--- config.mk ---
export PLATFORM = sky130hd
export DESIGN_NAME = energy_digi_capture
export DESIGN_NICKNAME = d
export VERILOG_FILES = /design/src/rtl/energy_pkg.sv /design/src/rtl/digi_ring_buffer.sv /design/src/rtl/energy_digi_capture.sv
export SDC_FILE = /design/constraint.sdc
export NUM_CORES = 2
export LEC_CHECK = 0
export ABC_AREA = 1
export ABC_CLOCK_PERIOD_IN_PS = 7950
export BUFFER_PORTS_ARGS = -buffer_cell sky130_fd_sc_hd__buf_2
export CAP_MARGIN = 0
export CORE_MARGIN = 4
export CORE_UTILIZATION = 45
export CTS_CLUSTER_DIAMETER = 40
export CTS_CLUSTER_SIZE = 30
export DETAILED_ROUTE_END_ITERATION = 8
export PLACE_DENSITY_LB_ADDON = 0.12
export SETUP_SLACK_MARGIN = 0.2
export SLEW_MARGIN = 15
export SYNTH_ARGS = -nofsm -noshare
export SYNTH_HDL_FRONTEND = slang
export SYNTH_SLANG_ARGS = --single-unit
--- constraint.sdc ---
create_clock -name CLK -period 7.95 [get_ports CLK]
set_input_delay 0.795 -clock CLK [delete_from_list [all_inputs] [get_ports CLK]]
set_output_delay 0.795 -clock CLK [all_outputs]
set_load 0.005 [all_outputs]
--- src/rtl/energy_pkg.sv ---
// Shared definitions for the energy-detector digitizer capture engine:
// sample widths, capture FSM encoding and window-configuration clamping.
package energy_pkg;

  localparam int ADCW = 14;
  localparam int DW   = ADCW + 1;

  typedef enum logic [1:0] {
    ST_IDLE = 2'd0,
    ST_POST = 2'd1,
    ST_READ = 2'd2
  } cap_state_e;

  // An unusable window length falls back to the whole ring.
  function automatic int unsigned clamp_nsamp(input int unsigned nsamp, input int unsigned depth);
    if ((nsamp == 32'd0) || (nsamp > depth)) begin
      return depth;
    end else begin
      return nsamp;
    end
  endfunction

  function automatic int unsigned clamp_pre(input int unsigned pre, input int unsigned nsamp);
    if (pre > nsamp) begin
      return nsamp;
    end else begin
      return pre;
    end
  endfunction

endpackage

--- src/rtl/digi_ring_buffer.sv ---
// Simple dual-port ring storage: one write port, one registered read port.
// The array has no reset so it maps onto block RAM.
module digi_ring_buffer
  import energy_pkg::*;
#(
  parameter int W     = 3 * DW,
  parameter int DEPTH = 64,
  localparam int AW   = $clog2(DEPTH)
) (
  input  logic          clk,
  input  logic          wr_en,
  input  logic [AW-1:0] wr_addr,
  input  logic [W-1:0]  wr_data,
  input  logic          rd_en,
  input  logic [AW-1:0] rd_addr,
  output logic [W-1:0]  rd_data
);

  logic [W-1:0] mem_r [DEPTH];

  // Write port
  always_ff @(posedge clk) begin
    if (wr_en) begin
      mem_r[wr_addr] <= wr_data;
    end
  end

  // Registered read port; output holds between reads
  always_ff @(posedge clk) begin
    if (rd_en) begin
      rd_data <= mem_r[rd_addr];
    end
  end

endmodule

--- src/rtl/energy_digi_capture.sv ---
// N-channel ADC capture engine: pre-trigger ring, threshold requests, windowed
// readout over valid/ready. Optional PEDESTAL_SUB_EN adds per-channel pedestal subtraction.
module energy_digi_capture
  import energy_pkg::*;
#(
  parameter int NCH   = 3,
  parameter int DEPTH = 64,
  parameter int DROPW = 8,
  localparam int AW   = $clog2(DEPTH),
  localparam int CW   = (NCH > 4) ? $clog2(NCH) : 2
) (
  input  logic              CLK,
  input  logic              Reset,
  input  logic [NCH*DW-1:0] Sample,
  input  logic [ADCW-1:0]   CfgThresh,
  input  logic [AW:0]       CfgNSamp,
  input  logic [AW:0]       CfgPre,
`ifdef PEDESTAL_SUB_EN
  input  logic [NCH*ADCW-1:0] CfgPed,
`endif
  input  logic              TrgIn,
  output logic [NCH-1:0]    TReqOut,
  output logic [DW-1:0]     DoutData,
  output logic [CW-1:0]     DoutChan,
  output logic              DoutLast,
  output logic              DoutVld,
  input  logic              DoutRdy,
  output logic              Busy,
  output logic [DROPW-1:0]  DropCnt
);

  localparam logic [AW:0]    CNT_ONE = {{AW{1'b0}}, 1'b1};
  localparam logic [AW-1:0]  PTR_ONE = {{(AW-1){1'b0}}, 1'b1};
  localparam logic [CW-1:0]  CH_ONE  = {{(CW-1){1'b0}}, 1'b1};
  localparam logic [CW-1:0]  CH_LAST = CW'(NCH - 1);
  localparam logic [DROPW-1:0] DROP_ONE = {{(DROPW-1){1'b0}}, 1'b1};

  cap_state_e state_r, state_s;
  logic accept_s, wr_en_s, in_read_s;
  logic load_s, rd_req_s, last_ch_s, xfer_last_s;
  logic [AW:0] nsamp_cl_s, pre_cl_s, post_len_s;
  logic [AW:0] nsamp_r, post_cnt_r, rd_cnt_r;
  logic [AW-1:0] wptr_r, rd_addr_s;
  logic [CW-1:0] ch_r;
  logic row_vld_r, last_row_r;
  logic [NCH*DW-1:0] proc_s, rd_data_s;

`ifdef PEDESTAL_SUB_EN
  logic [NCH*DW-1:0] proc_r;

  // Pedestal subtraction stage: magnitude floored at zero, OTR passes through
  always_ff @(posedge CLK) begin
    if (Reset) begin
      proc_r <= '0;
    end else begin
      for (int c = 0; c < NCH; c++) begin
        if (Sample[c*DW +: ADCW] > CfgPed[c*ADCW +: ADCW]) begin
          proc_r[c*DW +: ADCW] <= Sample[c*DW +: ADCW] - CfgPed[c*ADCW +: ADCW];
        end else begin
          proc_r[c*DW +: ADCW] <= {ADCW{1'b0}};
        end
        proc_r[c*DW+ADCW] <= Sample[c*DW+ADCW];
      end
    end
  end
  assign proc_s = proc_r;
`else
  assign proc_s = Sample;
`endif

  // Per-channel trigger request, live in every state
  always_ff @(posedge CLK) begin
    if (Reset) begin
      TReqOut <= '0;
    end else begin
      for (int c = 0; c < NCH; c++) begin
        TReqOut[c] <= (proc_s[c*DW +: ADCW] > CfgThresh) | proc_s[c*DW+ADCW];
      end
    end
  end

  assign nsamp_cl_s = (AW+1)'(clamp_nsamp(32'(CfgNSamp), 32'(DEPTH)));
  assign pre_cl_s   = (AW+1)'(clamp_pre(32'(CfgPre), 32'(nsamp_cl_s)));
  assign post_len_s = nsamp_cl_s - pre_cl_s;

  // FSM state register
  always_ff @(posedge CLK) begin
    if (Reset) begin
      state_r <= ST_IDLE;
    end else begin
      state_r <= state_s;
    end
  end

  // FSM next state; a post length of 0 or 1 is complete once the trigger sample is written
  always_comb begin
    state_s = state_r;
    case (state_r)
      ST_IDLE: begin
        if (TrgIn) begin
          if (post_len_s <= CNT_ONE) state_s = ST_READ;
          else                       state_s = ST_POST;
        end else begin
          state_s = ST_IDLE;
        end
      end
      ST_POST: begin
        if (post_cnt_r == CNT_ONE) state_s = ST_READ;
        else                       state_s = ST_POST;
      end
      ST_READ: begin
        if (xfer_last_s) state_s = ST_IDLE;
        else             state_s = ST_READ;
      end
      default: state_s = ST_IDLE;
    endcase
  end

  // FSM decoded controls
  always_comb begin
    accept_s  = 1'b0;
    wr_en_s   = 1'b0;
    in_read_s = 1'b0;
    case (state_r)
      ST_IDLE: begin
        accept_s = TrgIn;
        wr_en_s  = 1'b1;
      end
      ST_POST: wr_en_s   = 1'b1;
      ST_READ: in_read_s = 1'b1;
      default: begin
        accept_s  = 1'b0;
        wr_en_s   = 1'b0;
        in_read_s = 1'b0;
      end
    endcase
  end

  // Window config latch and post-trigger write countdown
  always_ff @(posedge CLK) begin
    if (Reset) begin
      nsamp_r    <= '0;
      post_cnt_r <= '0;
    end else if (accept_s) begin
      nsamp_r    <= nsamp_cl_s;
      post_cnt_r <= post_len_s - CNT_ONE;
    end else if (state_r == ST_POST) begin
      post_cnt_r <= post_cnt_r - CNT_ONE;
    end else begin
      post_cnt_r <= post_cnt_r;
    end
  end

  // Write pointer, frozen during readout
  always_ff @(posedge CLK) begin
    if (Reset) begin
      wptr_r <= '0;
    end else if (wr_en_s) begin
      wptr_r <= wptr_r + PTR_ONE;
    end else begin
      wptr_r <= wptr_r;
    end
  end

  assign last_ch_s   = (ch_r == CH_LAST);
  assign load_s      = in_read_s & row_vld_r & (~DoutVld | DoutRdy);
  assign rd_req_s    = in_read_s & (rd_cnt_r != nsamp_r) & (~row_vld_r | (load_s & last_ch_s));
  assign xfer_last_s = in_read_s & DoutVld & DoutRdy & DoutLast;
  assign rd_addr_s   = wptr_r - nsamp_r[AW-1:0] + rd_cnt_r[AW-1:0];

  // Row fetch: next row is requested as the last channel of the current row leaves
  always_ff @(posedge CLK) begin
    if (Reset || !in_read_s) begin
      rd_cnt_r   <= '0;
      row_vld_r  <= 1'b0;
      last_row_r <= 1'b0;
      ch_r       <= '0;
    end else begin
      if (rd_req_s) begin
        rd_cnt_r   <= rd_cnt_r + CNT_ONE;
        row_vld_r  <= 1'b1;
        last_row_r <= (rd_cnt_r == (nsamp_r - CNT_ONE));
      end else if (load_s && last_ch_s) begin
        row_vld_r  <= 1'b0;
      end
      if (load_s) begin
        ch_r <= last_ch_s ? {CW{1'b0}} : ch_r + CH_ONE;
      end
    end
  end

  // Output register: holds while stalled, Busy tracks the FSM
  always_ff @(posedge CLK) begin
    if (Reset) begin
      DoutVld  <= 1'b0;
      DoutData <= '0;
      DoutChan <= '0;
      DoutLast <= 1'b0;
      Busy     <= 1'b0;
    end else begin
      if (load_s) begin
        DoutVld  <= 1'b1;
        DoutData <= rd_data_s[ch_r*DW +: DW];
        DoutChan <= ch_r;
        DoutLast <= last_row_r & last_ch_s;
      end else if (DoutRdy || !in_read_s) begin
        DoutVld  <= 1'b0;
        DoutLast <= 1'b0;
      end
      Busy <= (state_s != ST_IDLE);
    end
  end

  // Saturating count of triggers arriving while busy
  always_ff @(posedge CLK) begin
    if (Reset) begin
      DropCnt <= '0;
    end else if (TrgIn && (state_r != ST_IDLE) && (DropCnt != {DROPW{1'b1}})) begin
      DropCnt <= DropCnt + DROP_ONE;
    end else begin
      DropCnt <= DropCnt;
    end
  end

  digi_ring_buffer #(
    .W     (NCH*DW),
    .DEPTH (DEPTH)
  ) u_ring (
    .clk     (CLK),
    .wr_en   (wr_en_s),
    .wr_addr (wptr_r),
    .wr_data (proc_s),
    .rd_en   (rd_req_s),
    .rd_addr (rd_addr_s),
    .rd_data (rd_data_s)
  );

endmodule

Word level (Yosys, flattened, before mapping)
Memory sizes are Yosys's and may differ from the RTL's. A register that Yosys moved wholly into a read port is not among the register bits.
Index checks and enable logic that the tools add are counted.
{"block": "totals", "ff_bits": 64, "mem_bits_rw": 2880, "input_bits": 77, "output_inout_bits": 31, "word_cells": 92, "mem_count": 1}
{"block": "classes", "n_addsub": 10, "multipliers": 1, "magnitude_cmp": 6, "eq_ne": 7, "shifts": 1, "muxes": 20, "bitwise_logic": 16, "n_reduce_logical": 15}
{"name": "u_ring.mem_r", "depth": 64, "word_bits": 45, "read_ports": 1, "rd_ports_with_merged_regs": 1, "write_ports": 1, "line": "digi_ring_buffer.sv:19", "text": "logic [W-1:0] mem_r [DEPTH];"}
{"cell": "45-bit by 7-bit variable part select with 15-bit output", "n": 1}
{"cell": "14-bit > comparator", "n": 3}
{"cell": "7-bit two-way mux", "n": 4}
{"cell": "7-bit by 1-bit subtractor with 7-bit output, second input constant", "n": 3}
{"cell": "1-bit two-way mux", "n": 10}
{"cell": "2-bit two-way mux", "n": 5}
{"cell": "2-bit nonzero test", "n": 5}
{"cell": "1-bit AND", "n": 9}
{"cell": "8-bit by 1-bit adder with 8-bit output, second input constant", "n": 1}
{"cell": "8-bit inequality test, second input constant", "n": 1}
{"cell": "7-bit by 1-bit adder with 7-bit output, second input constant", "n": 1}
{"cell": "7-bit by 1-bit == test with 1-bit output, second input constant", "n": 1}
{"cell": "7-bit == test", "n": 1}
{"cell": "7-bit > comparator", "n": 1}
{"cell": "7-bit > comparator, second input constant", "n": 1}
{"cell": "7-bit by 1-bit <= comparator with 1-bit output, second input constant", "n": 1}
{"cell": "7-bit logical NOT", "n": 1}
{"cell": "7-bit inequality test", "n": 1}
{"cell": "7-bit subtractor", "n": 1}
{"cell": "6-bit by 1-bit adder with 6-bit output, second input constant", "n": 1}
{"cell": "6-bit adder", "n": 1}
{"cell": "2-bit by 4-bit multiplier with 6-bit output, second input constant", "n": 1}
{"cell": "2-bit one-hot mux with 3 select lines", "n": 1}
{"cell": "6-bit subtractor", "n": 1}
{"cell": "10 further kinds", "n": 20}

Longest topological paths before layout
{"block": "logic_depth", "word_depth": 11, "mapped_depth": 28}

Hierarchy
A second synthesis with hierarchy kept.
{"block": "hier_totals", "cells_unflattened": 10211, "hier_area_um2": 121679.2}
{"mod": "digi_ring_buffer", "n_inst": 1, "cells_each": 9476, "area_per_inst_um2": 116523.0}
{"mod": "energy_digi_capture", "n_inst": 1, "cells_each": 735, "area_per_inst_um2": 5156.2}

Worst setup path after synthesis
Ideal clock, no wire load.
{"block": "synth_timing", "path_type": "register to register", "start": "reg wptr_r[0]", "end": "mem u_ring.mem_r[23][0] (netlist name), enable pin", "setup_ns": 0.503, "arrival_ns": 4.005, "slack_ns": 3.442, "path_stages_with_launch": 7, "n_path_buf": 0, "period_less_slack_ns": 4.508, "cell_sequence": "dfxtp_1 -> inv_1 -> nor2_1 -> nand2_1 -> inv_1 -> nand2_1 -> nor3_1"}
{"item": "start: declaration", "line": "energy_digi_capture.sv:43", "text": "logic [AW-1:0] wptr_r, rd_addr_s;"}
{"item": "start signal: assignment", "line": "energy_digi_capture.sv:159", "text": "wptr_r <= wptr_r + PTR_ONE;"}
{"item": "start signal: assignment", "line": "energy_digi_capture.sv:161", "text": "wptr_r <= wptr_r;"}
{"item": "end: declaration", "line": "digi_ring_buffer.sv:19"}
Straight into the memory's write port.

Worst setup path after layout
{"block": "layout_timing", "start": "reg rd_cnt_r[1]", "end": "reg u_ring.rd_data[4] (read register of u_ring.mem_r), data pin"}
{"block": "layout_between", "elab_chain_cells": 3, "word_cells_on_any_way": 4, "cone_classes": "add/sub (1); eq/ne (1); bitwise (2)"}
{"item": "start: declaration", "line": "energy_digi_capture.sv:42", "text": "logic [AW:0] nsamp_r, post_cnt_r, rd_cnt_r;"}
{"item": "start signal: assignment", "line": "energy_digi_capture.sv:180", "text": "rd_cnt_r <= rd_cnt_r + CNT_ONE;"}
{"item": "parallel branches: the longest is 3 deep, another holds 6-bit adder"}
{"item": "end: declaration", "line": "digi_ring_buffer.sv:16", "text": "output logic [W-1:0] rd_data"}
Parallel ways; which one is timed is not known.
A chain may end at the register's enable or synchronous reset.

==> flow_summary.ini <==
[pwr]
ir_drop_mv = 0.3212
leakage_uw = 0.04783
p_int_uw = 32630
p_total_uw = 47730
p_sw_uw = 15100
power.share.clock_pct = 41.2
power_per_cell_area_nw_per_um2 = 340.2
seqPwrFrac_pct = 36.9
power_frac_comb_pct = 21.9
switching_share_pct = 31.64

[floorplan]
start_util_pct = 45.32
core_area_um2 = 265800
die_x_um = 525.4
rows = 189
die_area_um2 = 276000
ios = 108
die_y_um = 525.4

[setup_path]
cp-start-kind = register
crit_type = register to register
path_cells = inv_1 -> fa_1 -> inv_1 -> fa_4 -> inv_8 -> buf_12 -> o21ai_0 -> o22ai_1 -> inv_1 -> o21ai_1 -> nand2_1 -> nand3_1 -> nand3_1 -> nand2_1
cp_data_required_time_ns = 8.71
crit_fanout = 114
cpLargestDelayFamily = buffers and inverters
critPathMaxStageDelay_ns = 1.04
cp-end-kind = register
critical_path.slowest_cell = fa_4
cp_common_cell = inv_1
arrival_ns = 6.02
critical_path_buf_inv_count = 5

[global_routing]
grt_pass1_wl_um = 546000
antenna_found_initial = 22
grtUsageTotal_pct = 26.97
gr-total-overflow = 0
grt_start_max_net_pins = 214
grt_pass1_vias = 77230

[drt]
postRouteAntennaNets = 0
vias = 80710
route.detailed.drc = 0
drtIter0Drc = 9225
viasPerCell = 5.858
drt-pass1-iter-count = 6
drt_wl_total_um = 383000
wl_per_cell_um = 27.80

[run_status]
status = finished, final reports clean

[place]
gp_congestion = 0.8331
dpl_cell_area_um2 = 125200
dpl.hpwl_um = 195400
portBuffers = 107

[timing]
drv_slew = 0
final.min_clock_period_ns = 5.260
tightest_slew_ns = 1.376
setup_viol = 0
finalHoldViolations = 0
tns_ns = 0
clock.fmax_mhz = 190.1
min_period_over_period_pct = 66.17
grt_setup_unrepaired = false
fin_skew_ns = 0.05521
maxSlewHeadroom_pct = 7.293

[clock_network]
cts.clk_slew.worst_paths_ns = 0.06
cts_tree = built
cts_root_buffer = clkbuf_16
htree_levels = 5
clock_latency_ns = 0.91
postCtsSetupRepairBufs = 0
cts_buffer_depth = 4
post_cts_resize_count = 0
numCtsBuffers = 438
holdBufCountCts = 0
cts.sinks = 2989

[synth]
avgSynthCellArea_um2 = 12.36
synthFlopType = edfxtp_1
syn-num-nets = 9906
ys_types = 42
yosysSeqAreaShare_pct = 73.98
synth_seq_cells = 2989
synth_warnings = 0
synthCells = 9750
async_reset_ff_share_pct = 0
synth_edf_count = 2925
netlist_area_um2 = 120500

[layout]
fin_util_pct = 52.78
layout-drive-gt1-share_pct = 11.14
fill_cells = 22400
final_area_um2 = 140300
areaGrowthSynthToFinish_pct = 16.46
fin_nets = 10030

[job]
maxCapViolCount = 0

[worst_hold_path]
hold_path_class = primary input to register
-- metal layers --
layer | share of wire [%] | vias up | wire length, um | track usage (%)
met3 | 8.4 | 764 | 32160 | 4.747
met4 | 4.2 | 2 | 16050 | 10.15
li1 | - | 35770 | - | -
met5 | 0.0031 | - | 12 | 0
met2 | 46 | 3604 | 177300 | 43.22
met1 | 41 | 40570 | 157500 | 36.98
-- per-stage QoR --
stage	hold WS (ns)	cells	worst slack (ns)
after floorplan	0.4435	9750	3.442
after detailed placement	0.4513	12960	2.746
after global routing	0.2532	13780	2.567
after CTS	0.2274	13780	2.750
final	0.2835	13780	2.690
after global placement	0.4434	12960	2.716
-- layout make-up --
type                    instances  area [um^2]  share of cell area [%]
clock buffers                 499        11470                   8.178
inverters                     479         1834                   1.307
well taps                    3533         4420                   3.151
repair buffers                320         2450                   1.746
diodes                          2        5.005                0.003567
multi-input cells            5643        27380                   19.51
clock inverters               314         3618                   2.579
flip-flops and latches       2989        89120                   63.52
-- sequential cells by signal (all words and copies together) (netlist names) --
signal / cells
DoutLast: 1
DoutChan: 2
DropCnt: 8
last_row_r: 1
wptr_r: 6
ch_r: 2
u_ring.rd_data: 45
nsamp_r: 7
state_r: 2
u_ring.mem_r: 2880
DoutVld: 1
rd_cnt_r: 7
TReqOut: 3
post_cnt_r: 7
row_vld_r: 1
Busy: 1
DoutData: 15
-- cells by family after synthesis --
family	count (synthesis)	synth area share, %
buf+inv	1118	3.734
flops	2989	73.98
fa+ha+maj	79	0.8579
compound gates	2704	12.01
simple gates	2836	9.221
xor+xnor	24	0.2025
-- worst reg2reg max path, stage by stage (launching register included) --
cell     delay, ns
dfxtp_1       0.41
inv_1         0.11
fa_1          0.51
inv_1         0.06
fa_4          1.04
inv_8         0.84
buf_12        0.55
o21ai_0       0.33
o22ai_1       0.15
inv_1         0.06
o21ai_1       0.19
nand2_1       0.14
nand3_1       0.21
nand3_1       0.35
nand2_1       0.18
-- synth_stat cells, types with 2 or more instances --
cell type  instances  share of area (%)
a211oi_1           2              0.012
a21oi_1          105               0.44
a311oi_1           2              0.015
buf_1             17              0.053
buf_2            120               0.50
buf_4             35               0.22
buf_6              2              0.019
clkbuf_1         465                1.4
clkinv_1           3             0.0093
dfxtp_1           64                1.1
edfxtp_1        2925                 73
fa_1               6               0.10
ha_1              73               0.76
inv_1            464                1.4
inv_2             10              0.031
inv_4              2              0.010
nand2_1          906                2.8
nand3_1          294                1.2
nand3b_1           4              0.025
nand4_1           12              0.062
nor2_1          1596                5.0
nor2_2             2              0.010
nor3_1            15              0.062
nor4_1             3              0.016
o21ai_0         1466                6.1
o21ai_1          401                1.7
o22ai_1          722                3.7
xnor2_1            7              0.051
xor2_1            14               0.10
-- cell usage in the layout, fill, tap and decap left out, types with 105 or more instances in the layout --
cell type and n:
edfxtp_1 2925, buf_4 189, inv_1 464, o21ai_1 403, o22ai_1 722, nand2_1 905, nor2_1 1535, nand3_1 294
clkbuf_16 449, buf_2 106, a21oi_1 105, o21ai_0 1464
-- path summary, 6_finish.rpt --
kind	startpoint	endpoint	slack, ns	depth (start not counted)
worst max-delay path	rd_cnt_r[1]	u_ring.rd_data[4]	2.69	14
worst min-delay path	DoutRdy	DoutLast	0.28	4
worst max register to register	rd_cnt_r[1]	u_ring.rd_data[4]	2.69	14
worst min register to register	DropCnt[4]	DropCnt[4]	0.46	2
-- power groups by stage --
stage | Clock, uW | Sequential [uW] | Combinational [uW]
after floorplan | 0 | 17900 | 6770
final | 19700 | 17600 | 10500
after detailed placement | 0 | 17900 | 10400
after global placement | 0 | 17900 | 10300
after global routing | 20600 | 17600 | 11600
after CTS | 19900 | 17600 | 10500
Power figures use the tool's default switching activity.
